### src/rtl/mem_arbiter.sv
// Shares one data-memory port between CPU (posted writes + pulsed reads) and DMA (level req/done).
// One registered transaction at a time; CPU-biased, with DMA forced in after CPU_BURST CPU grants.
module mem_arbiter #(
    parameter int ADDR_W     = 32,
    parameter int DATA_W     = 32,
    parameter int WBUF_DEPTH = 4,
    parameter int CPU_BURST  = 2
) (
    input  logic              clk,
    input  logic              rst,
    input  logic              cpu_en,
    input  logic              cpu_wr_en,
    input  logic [ADDR_W-1:0] cpu_addr,
    input  logic [DATA_W-1:0] cpu_wdata,
    output logic              cpu_valid,
    output logic [DATA_W-1:0] cpu_rdata,
    output logic              cpu_wbuf_full,
    input  logic              dma_req,
    input  logic              dma_wr,
    input  logic [ADDR_W-1:0] dma_addr,
    input  logic [DATA_W-1:0] dma_wdata,
    output logic              dma_done,
    output logic [DATA_W-1:0] dma_rdata,
    output logic              mem_req,
    output logic              mem_wr,
    output logic [ADDR_W-1:0] mem_addr,
    output logic [DATA_W-1:0] mem_wdata,
    input  logic              mem_ack,
    input  logic [DATA_W-1:0] mem_rdata,
    output logic              arb_idle,
    output logic              err_ovf,
    output logic              err_rd
);

    localparam int PW = (WBUF_DEPTH > 1) ? $clog2(WBUF_DEPTH) : 1;
    localparam int CW = PW + 1;
    localparam int SW = (CPU_BURST > 0) ? $clog2(CPU_BURST + 1) : 1;

    typedef enum logic [1:0] {
        S_IDLE  = 2'd0,
        S_CPU_W = 2'd1,
        S_CPU_R = 2'd2,
        S_DMA_X = 2'd3
    } state_t;

    state_t            state_q, state_d;
    logic [ADDR_W-1:0] wb_addr_q [WBUF_DEPTH];
    logic [ADDR_W-1:0] wb_addr_d [WBUF_DEPTH];
    logic [DATA_W-1:0] wb_data_q [WBUF_DEPTH];
    logic [DATA_W-1:0] wb_data_d [WBUF_DEPTH];
    logic [PW-1:0]     wr_ptr_q, wr_ptr_d, rd_ptr_q, rd_ptr_d;
    logic [CW-1:0]     count_q, count_d;
    logic              rd_pend_q, rd_pend_d;
    logic [ADDR_W-1:0] rd_addr_q, rd_addr_d;
    logic [SW-1:0]     streak_q, streak_d;
    logic              mem_req_q, mem_req_d, mem_wr_q, mem_wr_d;
    logic [ADDR_W-1:0] mem_addr_q, mem_addr_d;
    logic [DATA_W-1:0] mem_wdata_q, mem_wdata_d;
    logic              cpu_valid_q, cpu_valid_d, dma_done_q, dma_done_d;
    logic [DATA_W-1:0] cpu_rdata_q, cpu_rdata_d, dma_rdata_q, dma_rdata_d;
    logic              err_ovf_q, err_ovf_d, err_rd_q, err_rd_d;

    logic full, push, pop, cpu_w_el, cpu_r_el, cpu_el, dma_el;

    assign full     = (count_q == CW'(WBUF_DEPTH));
    assign pop      = (state_q == S_CPU_W) && mem_ack;
    // A full buffer still accepts a push when the head leaves in the same cycle.
    assign push     = cpu_wr_en && (!full || pop);
    assign cpu_w_el = (count_q != '0);
    assign cpu_r_el = rd_pend_q && (count_q == '0);
    assign cpu_el   = cpu_w_el || cpu_r_el;
    assign dma_el   = dma_req;

    always_comb begin
        wb_addr_d = wb_addr_q;
        wb_data_d = wb_data_q;
        wr_ptr_d  = wr_ptr_q;
        rd_ptr_d  = rd_ptr_q;
        count_d   = count_q;
        err_ovf_d = err_ovf_q;
        if (push) begin
            wb_addr_d[wr_ptr_q] = cpu_addr;
            wb_data_d[wr_ptr_q] = cpu_wdata;
            wr_ptr_d            = wr_ptr_q + PW'(1);
        end
        if (pop) begin
            rd_ptr_d = rd_ptr_q + PW'(1);
        end
        if (push && !pop) begin
            count_d = count_q + CW'(1);
        end else if (pop && !push) begin
            count_d = count_q - CW'(1);
        end
        if (cpu_wr_en && full && !pop) begin
            err_ovf_d = 1'b1;
        end
    end

    always_comb begin
        rd_pend_d = rd_pend_q;
        rd_addr_d = rd_addr_q;
        err_rd_d  = err_rd_q;
        if ((state_q == S_CPU_R) && mem_ack) begin
            rd_pend_d = 1'b0;
        end
        if (cpu_en) begin
            if (!rd_pend_q) begin
                rd_pend_d = 1'b1;
                rd_addr_d = cpu_addr;
            end else begin
                err_rd_d = 1'b1;
            end
        end
    end

    always_comb begin
        state_d     = state_q;
        streak_d    = streak_q;
        mem_req_d   = mem_req_q;
        mem_wr_d    = mem_wr_q;
        mem_addr_d  = mem_addr_q;
        mem_wdata_d = mem_wdata_q;
        cpu_valid_d = 1'b0;
        dma_done_d  = 1'b0;
        cpu_rdata_d = cpu_rdata_q;
        dma_rdata_d = dma_rdata_q;
        case (state_q)
            S_IDLE: begin
                if (dma_el && (!cpu_el || (streak_q >= SW'(CPU_BURST)))) begin
                    state_d     = S_DMA_X;
                    streak_d    = '0;
                    mem_req_d   = 1'b1;
                    mem_wr_d    = dma_wr;
                    mem_addr_d  = dma_addr;
                    mem_wdata_d = dma_wdata;
                end else if (cpu_el) begin
                    if (streak_q < SW'(CPU_BURST)) begin
                        streak_d = streak_q + SW'(1);
                    end
                    mem_req_d = 1'b1;
                    if (cpu_w_el) begin
                        state_d     = S_CPU_W;
                        mem_wr_d    = 1'b1;
                        mem_addr_d  = wb_addr_q[rd_ptr_q];
                        mem_wdata_d = wb_data_q[rd_ptr_q];
                    end else begin
                        state_d     = S_CPU_R;
                        mem_wr_d    = 1'b0;
                        mem_addr_d  = rd_addr_q;
                        mem_wdata_d = '0;
                    end
                end
            end
            default: begin
                if (mem_ack) begin
                    state_d   = S_IDLE;
                    mem_req_d = 1'b0;
                    if (state_q == S_CPU_R) begin
                        cpu_rdata_d = mem_rdata;
                        cpu_valid_d = 1'b1;
                    end
                    if (state_q == S_DMA_X) begin
                        if (!mem_wr_q) begin
                            dma_rdata_d = mem_rdata;
                        end
                        dma_done_d = 1'b1;
                    end
                end
            end
        endcase
    end

    always_ff @(posedge clk or posedge rst) begin
        if (rst) begin
            state_q     <= S_IDLE;
            for (int i = 0; i < WBUF_DEPTH; i++) begin
                wb_addr_q[i] <= '0;
                wb_data_q[i] <= '0;
            end
            wr_ptr_q    <= '0;
            rd_ptr_q    <= '0;
            count_q     <= '0;
            rd_pend_q   <= 1'b0;
            rd_addr_q   <= '0;
            streak_q    <= '0;
            mem_req_q   <= 1'b0;
            mem_wr_q    <= 1'b0;
            mem_addr_q  <= '0;
            mem_wdata_q <= '0;
            cpu_valid_q <= 1'b0;
            dma_done_q  <= 1'b0;
            cpu_rdata_q <= '0;
            dma_rdata_q <= '0;
            err_ovf_q   <= 1'b0;
            err_rd_q    <= 1'b0;
        end else begin
            state_q     <= state_d;
            wb_addr_q   <= wb_addr_d;
            wb_data_q   <= wb_data_d;
            wr_ptr_q    <= wr_ptr_d;
            rd_ptr_q    <= rd_ptr_d;
            count_q     <= count_d;
            rd_pend_q   <= rd_pend_d;
            rd_addr_q   <= rd_addr_d;
            streak_q    <= streak_d;
            mem_req_q   <= mem_req_d;
            mem_wr_q    <= mem_wr_d;
            mem_addr_q  <= mem_addr_d;
            mem_wdata_q <= mem_wdata_d;
            cpu_valid_q <= cpu_valid_d;
            dma_done_q  <= dma_done_d;
            cpu_rdata_q <= cpu_rdata_d;
            dma_rdata_q <= dma_rdata_d;
            err_ovf_q   <= err_ovf_d;
            err_rd_q    <= err_rd_d;
        end
    end

    assign cpu_valid     = cpu_valid_q;
    assign cpu_rdata     = cpu_rdata_q;
    assign cpu_wbuf_full = full;
    assign dma_done      = dma_done_q;
    assign dma_rdata     = dma_rdata_q;
    assign mem_req       = mem_req_q;
    assign mem_wr        = mem_wr_q;
    assign mem_addr      = mem_addr_q;
    assign mem_wdata     = mem_wdata_q;
    assign err_ovf       = err_ovf_q;
    assign err_rd        = err_rd_q;
    assign arb_idle      = (state_q == S_IDLE) && (count_q == '0) && !rd_pend_q && !dma_req;

endmodule

### config.mk
export PLATFORM = sky130hd
export DESIGN_NAME = mem_arbiter
export DESIGN_NICKNAME = d
export VERILOG_FILES = /design/src/rtl/mem_arbiter.sv
export SDC_FILE = /design/constraint.sdc
export NUM_CORES = 1
export LEC_CHECK = 0
export CAP_MARGIN = 10
export CORE_MARGIN = 2
export CORE_UTILIZATION = 60
export DETAILED_ROUTE_END_ITERATION = 7
export DONT_BUFFER_PORTS = 1
export HOLD_SLACK_MARGIN = 0.15
export PLACE_DENSITY = 0.76
export SLEW_MARGIN = 5
export SYNTH_ARGS = -nofsm -noshare
export SYNTH_HDL_FRONTEND = slang
export SYNTH_SLANG_ARGS = --single-unit
export TNS_END_PERCENT = 50
### constraint.sdc
create_clock -name clk -period 14.6 [get_ports clk]
set_input_delay 1.46 -clock clk [delete_from_list [all_inputs] [get_ports clk]]
set_output_delay 1.46 -clock clk [all_outputs]
set_load 0.01 [all_outputs]
==> impl_metrics.yaml <==
synthesis:
  yosys_warnings: 0
  synthFlopType: "dfrtp_1"
  yosysSeqAreaShare: 0.583
  ys_types: 38
  syn-cell-area_mm2: 0.0186
  synth-xor-area-share: 0.00282
  async_flop_share: 1.00
  synth_adder_area_share: 0.00510
  syn-num-nets: 1499
  synth_top_family_by_area: "multiplexers"
  synth_enable_flop_cells: 0
  synth_mux_area_frac: 0.291
  ys_ff_latch: 434
  synth_compound_area_frac: 0.0417
  synthSimpleGateAreaFrac: 0.0539
  synth_cells: 1325
  syn_avg_cell_area_um2: 14.1
sta:
  rsz0062_at_grt: "false"
  maxSlewHeadroom: 0.260
  setup_viol: 0
  period_share: 0.240
  worst_slew_pin_slew_ps: 1110
  clock_skew_ps: 17.9
  period_needed_ps: 3500
  tns_ps: 0
  drv_slew: 0
  max_freq_mhz: 285
  finalHoldViolCount: 0
critical_path:
  cp-startpoint: "mem_ack"
  slowest_delay_ps: 850
  worst_path_max_delay_cell: "a21boi_1"
  path_delay_family: "simple AND/OR/NAND/NOR gates"
  critPathKind: "primary input to flip-flop"
  cp_max_fo: 64
  r2r_start: "count_q[2]"
  path_cells: "nand3b_1, a21boi_1, nand2_4, mux2_1"
  reg2reg_depth: 4
  cp-start-kind: "primary input"
  arrival_ps: 3920
  ff2ff_setup_slack_ps: 11480
  crit_required_ps: 15010
  end_kind: "flip-flop"
  path_buf_inv: 0
  path_depth: 4
final_layout:
  final_util: 0.666
  fillers: 2143
  drive_gt1_frac: 0.375
  antenna_cells: 0
  syn_to_final_growth_pct: 9.31
  final_cell_area_mm2: 0.0204
  fin_nets: 1470
floorplanning:
  start_util: 0.609
  ios: 303
  die_x_um: 180
  coreArea_mm2: 0.0306
  die_h_um: 180
  die_area_mm2: 0.0325
  rows: 64
detailed_routing:
  drtAntennaViolNets: 0
  firstDrtPassIters: 7
  drt_wl_total_um: 39700
  drc_errors: 0
  wl_per_cell_um: 23.0
  via_per_inst: 6.22
  vias: 10727
  drtIter0Drc: 652
clock_network:
  cts_sinks: 434
  cts_max_level: 2
  ctsResizeCount: 0
  clk-insertion-delay-late_ps: 540
  postCtsSetupBuffers: 0
  cts_hold_buf: 0
  cts_root_buffer: "clkbuf_16"
  clock_path_buffers: 3
  cts_buffers: 44
  cts_tree: "done"
  clk_pin_slew_ps: 60
power_and_ir_drop:
  p_per_area_mw_per_mm2: 256
  p_leak_nw: 8.79
  peakVddDrop_uv: 144
grt:
  grt_pass1_vias: 11288
  antenna_found_initial: 1
  grt_pass1_wl_um: 64100
  grt_start_max_net_pins: 79
  globalRoute.totalOverflow: 0
  grt_util_all_layers: 0.247
outcome:
  status: "complete, no violations"
hold_path:
  holdPathStages: 1
  worstHoldStart: "wb_addr_q[2]"
  hp-class: "flip-flop to flip-flop"
placed_design:
  globalplace.congestion: 0.741
  placed_area_mm2: 0.0189
  detailed_place_hpwl_um: 24300
  port_buffers: 0
flow_run:
  drv_cap: 0
[logic make-up after synthesis]
kind of cell,count (synthesis)
DFF,434
muxes,417
and+or+nand+nor,220
AOI/OAI and AO/OA,144
buffers and inverters,97
adders and majority gates,7
xor gates and xnor gates,6
[cells in the mapped netlist (2+ instances only)]
| cell type | count | area (um^2) |
|---|---|---|
| xor2_1 | 2 | 17.5 |
| xnor2_1 | 4 | 35.0 |
| o21ai_0 | 58 | 290 |
| nor2_1 | 36 | 135 |
| nand2_2 | 4 | 25.0 |
| and3_1 | 33 | 206 |
| mux2_1 | 24 | 270 |
| nor3_1 | 2 | 10.0 |
| nor2b_1 | 2 | 12.5 |
| o31ai_4 | 2 | 42.5 |
| a21o_1 | 3 | 22.5 |
| a21oi_1 | 64 | 320 |
| o21ai_1 | 11 | 55.1 |
| nand3_1 | 33 | 165 |
| buf_2 | 42 | 210 |
| o31a_1 | 2 | 17.5 |
| mux4_2 | 64 | 1440 |
| clkbuf_1 | 36 | 135 |
| dfrtp_1 | 434 | 10900 |
| nand2_1 | 102 | 383 |
| ha_1 | 6 | 75.1 |
| mux2_2 | 329 | 3700 |
| inv_1 | 8 | 30.0 |
| buf_4 | 5 | 37.5 |
| buf_1 | 6 | 22.5 |
[sequential cells by signal, summed over array words and instances (netlist names)]
| register | cells |
|---|---|
| dma_done | 1 |
| count_q | 3 |
| cpu_valid | 1 |
| dma_rdata | 32 |
| wb_data_q | 128 |
| rd_addr_q | 32 |
| state_q | 2 |
| err_ovf | 1 |
| streak_q | 2 |
| rd_ptr_q | 2 |
| wb_addr_q | 128 |
| mem_wr | 1 |
| err_rd | 1 |
| mem_wdata | 32 |
| cpu_rdata | 32 |
| wr_ptr_q | 2 |
| mem_req | 1 |
| rd_pend_q | 1 |
| mem_addr | 32 |
[worst paths after layout]
kind                                 endpoint
worst max-delay path             wb_addr_q[3]
worst min-delay path             wb_addr_q[2]
worst max register to register   wb_addr_q[3]
worst min register to register   wb_addr_q[2]
max in group asynchronous         rd_ptr_q[0]
min in group asynchronous       dma_rdata[19]
[worst reg2reg max path, stage by stage (launching register included)]
cell	delay [ps]
dfrtp_1	440
nor3b_2	240
a21boi_1	870
nand2_4	800
mux2_1	660
[through the flow]
stage          cells  setup WS, ps  hold WS, ps  total power, mW
2_1_floorplan   1325          1050          459             3.66
3_3_place_gp    1646         10630          468             4.00
3_5_place_dp    1646         10580          479             4.10
4_1_cts         1725         11140          492             5.26
5_1_grt         1725         10940          500             5.53
6_report        1725         11100          491             5.21
[report_power, final]
group	switching [mW]	internal, mW
logic	0.742	0.986
registers	0.512	1.82
clock network	0.463	0.682
total	1.72	3.49
[per-layer routing]
| metal | up-vias | wire length (um) | track usage |
|---|---|---|---|
| li1 | 4702 | - | - |
| met1 | 5664 | 16500 | 0.336 |
| met2 | 309 | 19600 | 0.404 |
| met3 | 50 | 2950 | 0.0673 |
| met4 | 2 | 631 | 0.0561 |
| met5 | - | 16 | 0 |
[cell type report]
type | instances | area [um^2] | share of cell area
flip-flops and latches | 434 | 10900 | 0.533
multi-input cells | 794 | 7380 | 0.362
clock buffers | 59 | 1270 | 0.0623
well taps | 396 | 495 | 0.0243
clock inverters | 20 | 220 | 0.0108
repair buffers | 14 | 105 | 0.00516
inverters | 8 | 37.5 | 0.00184
[cells in the final DEF (no fill, tap or decap), drive strengths merged, types with 2 or more instances in the layout]
cell type  netlist  routed
a21o             3       3
a21oi           64      64
and3            33      33
buf             53      14
bufinv           0       4
clkbuf          36      59
clkinv           0      12
clkinvlp         0       2
dfrtp          434     434
ha               6       6
inv              8      10
mux2           353     353
mux4            64      64
nand2          106     106
nand3           33      33
nor2            36      36
nor2b            2       2
nor3             2       2
o21ai           69      69
o31a             2       2
o31ai            3       3
xnor2            4       4
xor2             2       2
(Power assumes the default switching activity.)
